## src/rtl/imem_loader.sv

```systemverilog
// Framed byte-stream loader feeding the instruction memory write port.
// Optional trailing XOR checksum byte enabled by defining IMEM_LOADER_CHECKSUM_EN.
module imem_loader (
  input  logic        Clk,
  input  logic        Rst,
  input  logic [7:0]  InData,
  input  logic        InValid,
  output logic        InReady,
  output logic [31:0] WriteData,
  output logic [31:0] WriteAddr,
  output logic [1:0]  WIM,
  output logic        Busy,
  output logic        Done,
  output logic        Error
);

  typedef enum logic [2:0] {IDLE, HDR, DATA, TAIL, CHK, DONE} state_t;

  state_t      state_q, state_d, post_state;
  logic [1:0]  hcnt_q, hcnt_d;
  logic [15:0] start_q, start_d, len_q, len_d, cnt_q, cnt_d;
  logic [7:0]  b0_q, b0_d, b1_q, b1_d, b2_q, b2_d;
  logic        reject_q, reject_d;
  logic        in_ready_q, in_ready_d, post_ready;
  logic [31:0] wdata_q, wdata_d;
  logic [15:0] waddr_q, waddr_d;
  logic [1:0]  wim_q, wim_d;
  logic        busy_q, busy_d, done_q, done_d, error_q, error_d;
  logic        accept, last;
  logic [15:0] base, len_full;
  logic [31:0] wr_data;
  logic [1:0]  wr_size;
`ifdef IMEM_LOADER_CHECKSUM_EN
  logic [7:0]  csum_q, csum_d;
`endif

  assign InReady   = in_ready_q;
  assign WriteData = wdata_q;
  assign WriteAddr = {16'h0000, waddr_q};
  assign WIM       = wim_q;
  assign Busy      = busy_q;
  assign Done      = done_q;
  assign Error     = error_q;

  always_comb begin
    state_d    = state_q;
    hcnt_d     = hcnt_q;
    start_d    = start_q;
    len_d      = len_q;
    cnt_d      = cnt_q;
    b0_d       = b0_q;
    b1_d       = b1_q;
    b2_d       = b2_q;
    reject_d   = reject_q;
    in_ready_d = in_ready_q;
    wdata_d    = wdata_q;
    waddr_d    = waddr_q;
    wr_data    = 32'h0000_0000;
    wr_size    = 2'd0;
    accept     = InValid && in_ready_q;
    last       = (cnt_q == (len_q - 16'd1));
    base       = start_q + {cnt_q[15:2], 2'b00};
    len_full   = {InData, len_q[7:0]};
`ifdef IMEM_LOADER_CHECKSUM_EN
    csum_d     = csum_q;
    post_state = CHK;
    post_ready = 1'b1;
`else
    post_state = DONE;
    post_ready = 1'b0;
`endif
    // Done/Error trail the DONE state by one cycle so they follow the final write.
    done_d  = (state_q == DONE);
    error_d = (state_q == DONE) && reject_q;

    case (state_q)
      IDLE: begin
        in_ready_d = 1'b1;
        if (accept) begin
          start_d[7:0] = InData;
          hcnt_d       = 2'd1;
          state_d      = HDR;
        end
      end
      HDR: begin
        if (accept) begin
          hcnt_d = hcnt_q + 2'd1;
          case (hcnt_q)
            2'd1: start_d[15:8] = InData;
            2'd2: len_d[7:0]    = InData;
            default: begin
              len_d[15:8] = InData;
              reject_d    = ({1'b0, start_q} + {1'b0, len_full}) > 17'h10000;
              cnt_d       = 16'd0;
`ifdef IMEM_LOADER_CHECKSUM_EN
              csum_d      = 8'h00;
`endif
              if (len_full == 16'd0) begin
                state_d    = post_state;
                in_ready_d = post_ready;
              end else begin
                state_d    = DATA;
              end
            end
          endcase
        end
      end
      DATA: begin
        if (accept) begin
          cnt_d = cnt_q + 16'd1;
`ifdef IMEM_LOADER_CHECKSUM_EN
          csum_d = csum_q ^ InData;
`endif
          case (cnt_q[1:0])
            2'd0:    b0_d = InData;
            2'd1:    b1_d = InData;
            2'd2:    b2_d = InData;
            default: b0_d = b0_q;
          endcase
          if (cnt_q[1:0] == 2'd3) begin
            wr_data = {InData, b2_q, b1_q, b0_q};
            wr_size = 2'd3;
          end else if (last) begin
            case (cnt_q[1:0])
              2'd0: begin
                wr_data = {24'h000000, InData};
                wr_size = 2'd1;
              end
              2'd1: begin
                wr_data = {16'h0000, InData, b0_q};
                wr_size = 2'd2;
              end
              default: begin
                wr_data = {16'h0000, b1_q, b0_q};
                wr_size = 2'd2;
              end
            endcase
          end else begin
            wr_size = 2'd0;
          end
          if (last) begin
            if (cnt_q[1:0] == 2'd2) begin
              state_d    = TAIL;
              in_ready_d = 1'b0;
            end else begin
              state_d    = post_state;
              in_ready_d = post_ready;
            end
          end
        end
      end
      TAIL: begin
        // cnt_q already points past the last byte but still shares its word base.
        wr_data    = {24'h000000, b2_q};
        wr_size    = 2'd1;
        base       = base + 16'd2;
        state_d    = post_state;
        in_ready_d = 1'b0;
      end
`ifdef IMEM_LOADER_CHECKSUM_EN
      CHK: begin
        in_ready_d = 1'b1;
        if (accept) begin
          reject_d   = reject_q | (InData != csum_q);
          state_d    = DONE;
          in_ready_d = 1'b0;
        end
      end
`endif
      DONE: begin
        state_d    = IDLE;
        in_ready_d = 1'b0;
      end
      default: begin
        state_d    = IDLE;
        in_ready_d = 1'b0;
      end
    endcase

    if ((wr_size != 2'd0) && !reject_q) begin
      wim_d   = wr_size;
      wdata_d = wr_data;
      waddr_d = base;
    end else begin
      wim_d   = 2'd0;
    end
    busy_d = (state_d != IDLE);
  end

  always_ff @(posedge Clk or posedge Rst) begin
    if (Rst) begin
      state_q    <= IDLE;
      hcnt_q     <= 2'd0;
      start_q    <= 16'h0000;
      len_q      <= 16'h0000;
      cnt_q      <= 16'h0000;
      b0_q       <= 8'h00;
      b1_q       <= 8'h00;
      b2_q       <= 8'h00;
      reject_q   <= 1'b0;
      in_ready_q <= 1'b0;
      wdata_q    <= 32'h0000_0000;
      waddr_q    <= 16'h0000;
      wim_q      <= 2'd0;
      busy_q     <= 1'b0;
      done_q     <= 1'b0;
      error_q    <= 1'b0;
`ifdef IMEM_LOADER_CHECKSUM_EN
      csum_q     <= 8'h00;
`endif
    end else begin
      state_q    <= state_d;
      hcnt_q     <= hcnt_d;
      start_q    <= start_d;
      len_q      <= len_d;
      cnt_q      <= cnt_d;
      b0_q       <= b0_d;
      b1_q       <= b1_d;
      b2_q       <= b2_d;
      reject_q   <= reject_d;
      in_ready_q <= in_ready_d;
      wdata_q    <= wdata_d;
      waddr_q    <= waddr_d;
      wim_q      <= wim_d;
      busy_q     <= busy_d;
      done_q     <= done_d;
      error_q    <= error_d;
`ifdef IMEM_LOADER_CHECKSUM_EN
      csum_q     <= csum_d;
`endif
    end
  end

endmodule

```

## config.mk

```make
export PLATFORM = sky130hd
export DESIGN_NAME = imem_loader
export DESIGN_NICKNAME = d
export VERILOG_FILES = /design/src/rtl/imem_loader.sv
export SDC_FILE = /design/constraint.sdc
export NUM_CORES = 1
export LEC_CHECK = 0
export ABC_AREA = 1
export BUFFER_PORTS_ARGS = -buffer_cell sky130_fd_sc_hd__buf_2
export CORE_MARGIN = 2
export CORE_UTILIZATION = 35
export DETAILED_ROUTE_END_ITERATION = 12
export GPL_TIMING_DRIVEN = 0
export HOLD_SLACK_MARGIN = 0.03
export PLACE_DENSITY = 0.54
export SLEW_MARGIN = 20
export SYNTH_ARGS = -nofsm -noshare
export SYNTH_HDL_FRONTEND = slang
export SYNTH_SLANG_ARGS = --single-unit
```

## constraint.sdc

```tcl
create_clock -name Clk -period 4.7 [get_ports Clk]
set_input_delay 0.94 -clock Clk [delete_from_list [all_inputs] [get_ports Clk]]
set_output_delay 0.94 -clock Clk [all_outputs]
set_load 0.01 [all_outputs]
```

# After elaboration in Yosys (flattened, before gate mapping)
# Cells that the tools add are included.
# Widths: inputs -> output; s select.
totals:
  word_cells: 97
  reg_bits: 132
classes:
  reduce_logical: 22
  n_eq_ne: 16
  order_cmp: 1
  addsub: 6
  muxes: 33
  bitwise_logic: 1
op_table:
  columns: ["cell", "count"]
  rows:
  - ["$mux 16", 5]
  - ["$mux 32", 2]
  - ["$pmux 16 s2", 2]
  - ["$pmux 32 s2", 1]
  - ["$mux 3", 7]
  - ["$reduce_and 3->1", 7]
  - ["$add 16x16->17", 1]
  - ["$gt 17x17->1 const B", 1]
  - ["$add 16x1->16 const B", 1]
  - ["$add 16x16->16", 1]
  - ["$add 16x2->16 const B", 1]
  - ["$eq 16x16->1", 1]
  - ["$logic_not 16->1", 1]
  - ["$sub 16x1->16 const B", 1]
  - ["$mux 2", 7]
  - ["$ne 2x2->1 const B", 6]
  - ["$pmux 3 s4", 1]
  - ["$pmux 2 s2", 2]
  - ["$eq 2x2->1 const B", 3]
  - ["$eq 3x2->1 const B", 2]
  - ["$reduce_bool 2->1", 3]
  - ["$mux 1", 5]
  - ["$reduce_and 5->1", 1]
  - ["$eq 2x1->1 const B", 2]
  - ["13 further kinds", 15]

# Depth between registers and ports, before layout
# Gate-level depths: netlist of the first run.
logic_depth:
  depth_word: 9
  ltp_mapped: 20
  depth_no_buf: 19

# Worst setup path after synthesis of the first run
# Ideal clock, no wire load.
synth_timing:
  path_type: "input port to flip-flop"
  startpoint: "input InValid"
  endpoint: "register wdata_q[16], in the netlist WriteData[16]"
  t_arrival_ns: 2.447
  required_ns: 4.583
  cell_stages: 11
  setup_ns: 0.117
  setup_slack_ns: 2.136
  path_cell_list: "nand2_1 nor2_1 inv_1 nor2_1 inv_1 nand2_1 nand2_2 buf_4 buf_6 nand3_2 nand2_1"
synth_via:
  elab_chain_cells: 5
synth_rtl:
  columns: ["item", "line", "source"]
  rows:
  - ["start, declared", "7", "input logic InValid,"]
  - ["$logic_and 1x1->1 *", "60", "accept = InValid && in_ready_q;"]
  - ["$mux 2", "109", "if (accept) begin"]
  - ["$pmux 2 s2", "76", "case (state_q)"]
  - ["$reduce_bool 2->1", "180", "if ((wr_size != 2'd0) && !reject_q) begin"]
  - ["$logic_and 1x1->1", "180", null]
  - ["end signal, assigned", "222", "wdata_q <= wdata_d;"]
  - ["end, declared", "25", "logic [31:0] wdata_q, wdata_d;"]
# Mark *: on every way between the ends. The rest lies on a longest branch, timed or not.
# A chain may end at the register's enable or synchronous reset.

# Worst setup path after layout of the first run
layout_timing:
  startpoint: "input InValid"
  endpoint: "register wdata_q[17], in the netlist WriteData[17]"
# Same word-level chain as after synthesis.

==> flow_metrics.env, run 1 <==
export IMPL_hp_class="in2async"
export IMPL_grt_pass1_wl_um=40600
export IMPL_wl_met1_um=11900
export IMPL_start_kind="primary input"
export IMPL_dp_cells=1610
export IMPL_ant_nets=0
export IMPL_avgRoutedWirePerCell_um=15.3
export IMPL_final_cells=1642
export IMPL_final_common_cell="nand2_1"
export IMPL_worstPathMaxFanout=10
export IMPL_yosysTopAreaCellShare_pct=38.4
export IMPL_viasPerCell=4.93
export IMPL_cts_htree_levels=4
export IMPL_drt_iter0_markers=640
export IMPL_clock_skew_ns=0.0136
export IMPL_dpl_hpwl_um=19100
export IMPL_power_switching_mw=2.79
export IMPL_rsz0062_at_grt="false"
export IMPL_fin_crit_ns=3.07
export IMPL_antenna_found_initial=0
export IMPL_num_vias=8087
export IMPL_num_io_pins=81
export IMPL_fin_crit_sh_pct=65.2
export IMPL_p_int_mw=3.27
export IMPL_initial_core_util_pct=35.5
export IMPL_mostFrequentLayoutCells="379 x nand2_1, 138 x nand3_1, 132 x dfrtp_1"
export IMPL_dr_pass1_iters=5
export IMPL_finalHoldViolCount=0
export IMPL_clkPwrFrac_pct=22.1
export IMPL_wl_met2_um=11700
export IMPL_fin_area_um2=10000
export IMPL_critPathRequiredTime_ns=5.02
export IMPL_reg2reg_setup_slack_ns=1.66
export IMPL_grt_pass1_vias=7684
export IMPL_cts_hold_repair_buffers=0
export IMPL_clkLatencyLatePin_ns=0.43
export IMPL_finalPower_mw=6.07
export IMPL_finalSetupTns_ns=0
export IMPL_n_fill_cell=2558
export IMPL_die_h_um=161
export IMPL_drive_above_1_share_pct=11.8
export IMPL_io_buffers=64
export IMPL_post_cts_resized=0
export IMPL_p_sw_share_pct=46.0
export IMPL_cap_violations=0
export IMPL_grt_ovfl_total=0
export IMPL_status="completed"
export IMPL_slew_viol_final=0
export IMPL_final_nets=1355
export IMPL_cts_setup_buffers=0
export IMPL_setup_viol=0
export IMPL_root_buffer="clkbuf_16"
export IMPL_r2r_start="cnt_q[2]$_DFFE_PP0P_"
export IMPL_r2r_end="waddr_q[14]$_DFFE_PP0P_"
export IMPL_powerDensity_nw_per_um2=607
export IMPL_tightestPinTransition_ns=0.666
export IMPL_reg2reg_depth=15
export IMPL_yosys_area_top_type="dfrtp_1"
export IMPL_grt_use_total_pct=20.0
export IMPL_synth_area_per_cell_um2=7.13
export IMPL_clock_sinks=132
export IMPL_worstSetupEndpointType="register"
export IMPL_max_slew_margin_pct=55.5
export IMPL_ir_worst_vdd_mv=0.242
export IMPL_area_growth_pct=16.2
export IMPL_wl_um=25200
export IMPL_route_met3_wl_um=1040
export IMPL_seq_area_frac_synth_pct=38.4
export IMPL_yosysUniqueCellTypes=38
export IMPL_post_place_ws_ns=1.21
export IMPL_synthTopCellsByArea="dfrtp_1 38%, nand2_1 17%, nand3_1 8.0%"
export IMPL_cts_tree="yes"
export IMPL_combPwrFrac_pct=46.8
export IMPL_die_area_um2=25800
export IMPL_grt_max_degree=98
export IMPL_utilization_pct=41.2
export IMPL_diodes=0
export IMPL_core_area_um2=24200
export IMPL_criticalPathCategory="in2reg"
export IMPL_seqPwrFrac_pct=31.0
export IMPL_numCtsBuffers=17
export IMPL_synthCells=1206
export IMPL_dpl_instance_area_um2=9420
export IMPL_ys_seq_elements=132
export IMPL_arrival_ns=3.38
export IMPL_hold_ws_ns=0.477
export IMPL_worst_slack_ns=1.63
export IMPL_fmax_mhz=326
export IMPL_leakagePower_nw=5.28
export IMPL_die_x_um=161
export IMPL_ctsLongestPathBuffers=2
export IMPL_yosysWarnings=0
export IMPL_post_synth_instance_area_um2=8600
export IMPL_clk_pin_slew_ns=0.06
export IMPL_placementRows=57
export IMPL_place_gp_congestion=0.908
export IMPL_top_layer="met4"
export IMPL_drc=0
==> critical path: stages <==
cell     delay, ns
buf_2         0.07
nand2_1       0.11
nor2_1        0.50
inv_1         0.11
nor2_1        0.54
inv_1         0.33
nand2_1       0.17
nand2_2       0.12
buf_4         0.21
buf_6         0.16
nand3_2       0.05
nand2_1       0.05
==> Yosys cell counts <==
library cell  instances
nand2_1             379
nand3_1             138
dfrtp_1             132
inv_1               132
o21ai_0              92
nor2_1               79
ha_1                 37
a21oi_1              35
nand4_1              25
xor2_1               23
buf_4                21
clkbuf_1             16
nor3_1               15
xnor2_1              13
nand3_2               9
nand2_2               8
o22ai_1               8
nor2_2                7
buf_2                 6
clkinv_1              5
nor2_4                3
a21o_1                2
buf_6                 2
fa_1                  2
nor4_1                2
o211ai_1              2
o21a_1                2
a211oi_1              1
and2_1                1
conb_1                1
inv_2                 1
nand3b_1              1
nor2_8                1
nor3_2                1
nor3b_1               1
o21ai_2               1
o21bai_1              1
o221ai_1              1
==> registers in the layout, indices dropped and copies added (netlist names), 3 cells and up <==
register,count
WriteData,32
cnt_q,16
len_q,16
start_q,16
waddr_q,16
b0_q,8
b1_q,8
b2_q,8
state_q,3
==> power by group through the flow <==
stage                     clock (mW)  sequential, mW  combinational, mW
after floorplan                    0            1.80               2.15
after global placement             0            1.89               2.81
after detailed placement           0            1.89               2.84
after CTS                       1.36            1.87               2.85
after global routing            1.42            1.93               3.27
final                           1.34            1.88               2.84
==> how the worst max path moves through the flow <==
| stage | depth (start not counted) | slack [ns] | from | to |
|---|---|---|---|---|
| after floorplan | 1 | 0.23 | Rst | Busy$_DFF_PP0_ |
| final | 12 | 1.63 | InValid | WriteData[17]$_DFFE_PP0P_ |
| after global routing | 15 | 1.34 | cnt_q[2]$_DFFE_PP0P_ | waddr_q[14]$_DFFE_PP0P_ |
| after global placement | 2 | -1.57 | Rst | len_q[12]$_DFFE_PP0P_ |
| after detailed placement | 12 | 1.21 | InValid | WriteData[22]$_DFFE_PP0P_ |
| after CTS | 15 | 1.65 | cnt_q[2]$_DFFE_PP0P_ | waddr_q[14]$_DFFE_PP0P_ |
==> cell families (layout without fill, tap and decap cells) <==
group / Yosys count / after routing / share of synthesized area [%]
and+or+nand+nor: 670 / 670 / 34.0
other: 1 / 16 / 0.0436
buffers and inverters: 183 / 280 / 9.17
DFF: 132 / 132 / 38.4
AOI/OAI and AO/OA: 145 / 145 / 8.88
adders and majority gates: 39 / 39 / 5.85
xor gates and xnor gates: 36 / 36 / 3.67
==> layout make-up <==
type | instances | area [um2] | share of cell area, %
Buffer | 45 | 270 | 2.70
Clock buffer | 19 | 433 | 4.33
Clock inverter | 13 | 146 | 1.46
Inverter | 138 | 526 | 5.26
Multi-Input combinational cell | 906 | 4560 | 45.7
Sequential cell | 132 | 3300 | 33.0
Tap cell | 324 | 405 | 4.06
Timing Repair Buffer | 65 | 348 | 3.48
==> routing by layer <==
| layer | global-route usage [%] | up-vias |
|---|---|---|
| met5 | 0 | - |
| met2 | 33.3 | 187 |
| met4 | 6.17 | 0 |
| met1 | 26.8 | 3790 |
| met3 | 3.36 | 33 |
| li1 | - | 4077 |
Note: power is estimated with default switching activity, not from simulation.
==> run 2: changes to the inputs <==
Settings changed: PLACE_DENSITY 0.54 to 0.52.
Clock period 4.7 ns to 3 ns, I/O delays scaled along.
==> run 2 against run 1 <==
Non-clock buffer count is 7 higher. Global-route usage is 0.55 points higher. Die area is the same. Highest routed layer unchanged. Largest power group unchanged. Critical endpoint is now WriteData[23]$_DFFE_PP0P_. Clock skew decreased by 0.0021 ns.
==> flow_metrics.env, run 2 (synthesis results as in run 1) <==
export IMPL_multi_input_area_um2=4610
export IMPL_grt_pass1_wl_um=41600
export IMPL_clkLatencyLatePin_ns=0.43
export IMPL_placementRows=57
export IMPL_slowest_stage="dfrtp_2"
export IMPL_ant_nets=0
export IMPL_antenna_found_initial=0
export IMPL_finalSetupTns_ns=0
export IMPL_regArea_um2=3310
export IMPL_finalHoldViolCount=0
export IMPL_setup_viol=0
export IMPL_finalPower_mw=9.84
export IMPL_largest_reg_flops=32
export IMPL_die_h_um=161
export IMPL_fin_crit_ns=2.80
export IMPL_clock_sinks=132
export IMPL_n_fill_cell=2530
export IMPL_grt_max_degree=31
export IMPL_leakagePower_nw=5.37
export IMPL_initial_core_util_pct=35.5
export IMPL_area_growth_pct=18.7
export IMPL_dpl_hpwl_um=19800
export IMPL_path_common_cell="nand2_1"
export IMPL_fmax_mhz=357
export IMPL_arrival_ns=3.12
export IMPL_start_kind="register"
export IMPL_cts_htree_levels=4
export IMPL_worstPathMaxFanout=10
export IMPL_max_slew_margin_pct=55.3
export IMPL_grt_ovfl_total=0
export IMPL_grt_pass1_vias=7748
export IMPL_die_area_um2=25800
export IMPL_clock_skew_ns=0.0115
export IMPL_cts_tree="yes"
export IMPL_critPathMaxStageDelay_ns=0.44
export IMPL_worstSetupEndpointType="register"
export IMPL_powerDensity_nw_per_um2=963
export IMPL_slew_viol_final=0
export IMPL_grt_use_total_pct=20.6
export IMPL_fin_crit_sh_pct=93.4
export IMPL_cap_violations=0
export IMPL_clk_pin_slew_ns=0.06
export IMPL_status="completed"
export IMPL_num_io_pins=81
export IMPL_hp_class="in2async"
export IMPL_ir_worst_vdd_mv=0.490
export IMPL_drt_iter0_markers=589
export IMPL_wl_um=25800
export IMPL_dr_pass1_iters=5
export IMPL_avgRoutedWirePerCell_um=15.7
export IMPL_final_nets=1362
export IMPL_ctsLongestPathBuffers=2
export IMPL_numCtsBuffers=17
export IMPL_core_area_um2=24200
export IMPL_final_common_cell="nand2_1"
export IMPL_die_x_um=161
export IMPL_diodes=0
export IMPL_mostFrequentLayoutCells="378 x nand2_1, 137 x nand3_1, 129 x dfrtp_1, 129 x inv_1, 91 x o21ai_0"
export IMPL_num_vias=8023
export IMPL_place_gp_congestion=0.863
export IMPL_drive_above_1_share_pct=13.7
export IMPL_root_buffer="clkbuf_16"
export IMPL_worstPathCellList="inv_2 > ha_1 > clkbuf_4 > inv_1 > nor2_4 > nand3_1 > nand2_1 > nand2_1 > nor2_1 > nand2_1 > nor2_4 > nand2_2 > o21ai_2 > nand2_2 > buf_4 > buf_6 > nand3_2 > nand2_1"
export IMPL_drc=0
export IMPL_tightestPinTransition_ns=0.670
export IMPL_viasPerCell=4.87
export IMPL_critPathRequiredTime_ns=3.32
export IMPL_criticalPathCategory="reg2reg"
export IMPL_rsz0062_at_grt="false"
export IMPL_io_buffers=64
-- run 2: cell types whose count changed in the layout (fill, tap and decap cells not counted), moves of 4 or more --
cell	previous run	this run
inv_6	5	1
buf_12	0	4
clkbuf_1	18	14
buf_4	21	25
-- run 2: what timing repair did --
action | 4_1_cts | 5_1_grt
buffers inserted | 1 | 3
gates resized for setup | 1 | 21
endpoints found under the setup margin | 30 | 54
pin swaps | 1 | 3
cloned | 0 | 0
hold buffers | 0 | 0
-- run 2: final timing paths --
path                                        endpoint  cells past startpoint  slack [ns]            startpoint
hold / removal              WriteData[4]$_DFFE_PP0P_                      2        0.19                   Rst
hold reg to reg                  b1_q[4]$_DFFE_PP0P_                      2        0.49   b1_q[4]$_DFFE_PP0P_
setup reg to reg           WriteData[23]$_DFFE_PP0P_                     18        0.20  len_q[1]$_DFFE_PP0P_
max in group asynchronous      cnt_q[13]$_DFFE_PP0P_                      4        2.04                   Rst
min in group Clk                 b1_q[4]$_DFFE_PP0P_                      2        0.49   b1_q[4]$_DFFE_PP0P_
setup / recovery           WriteData[23]$_DFFE_PP0P_                     18        0.20  len_q[1]$_DFFE_PP0P_
-- run 2: where the power goes --
group | total, mW | switching (mW) | internal [mW]
clock network | 2.34 | 0.897 | 1.44
logic | 4.55 | 2.93 | 1.61
registers | 2.95 | 0.612 | 2.34
-- run 2: worst max-delay path, delay by kind of cell (launching register included) --
kind                       cells  cell delay [ns]
buffers and inverters          5             0.76
and+or+nand+nor               11             1.22
DFF                            1             0.44
adders and majority gates      1             0.15
AOI/OAI and AO/OA              1             0.12
-- run 2: final cells by class --
cell class / count / area share, %
buffer: 45 / 2.70
sequential: 132 / 32.4
inverter: 138 / 5.11
multi-input combinational: 906 / 45.2
clock buffer: 18 / 4.30
timing repair buffer: 72 / 4.22
tap: 324 / 3.97
clock inverter: 14 / 2.12
-- run 2: through the flow --
| step | util (%) | setup slack [ns] | hold WS, ns | instance area [um2] | cells |
|---|---|---|---|---|---|
| 2_1_floorplan | - | 0.517 | 0.453 | 8660 | 1221 |
| 3_3_place_gp | 38.7 | -0.239 | 0.466 | 9390 | 1609 |
| 3_5_place_dp | 39.0 | -0.140 | 0.473 | 9470 | 1613 |
| 4_1_cts | 41.8 | 0.0138 | 0.194 | 10100 | 1646 |
| 5_1_grt | 42.1 | 0.00772 | 0.219 | 10200 | 1649 |
| 6_report | 42.1 | 0.199 | 0.188 | 10200 | 1649 |
-- run 2: routing by layer --
metal / track usage [%] / vias up / routed length (um)
met1: 28.4 / 3715 / 12300
met4: 8.20 / 0 / 756
met5: 0 / - / 0
met3: 2.69 / 36 / 947
met2: 32.9 / 169 / 11800
li1: - / 4103 / -
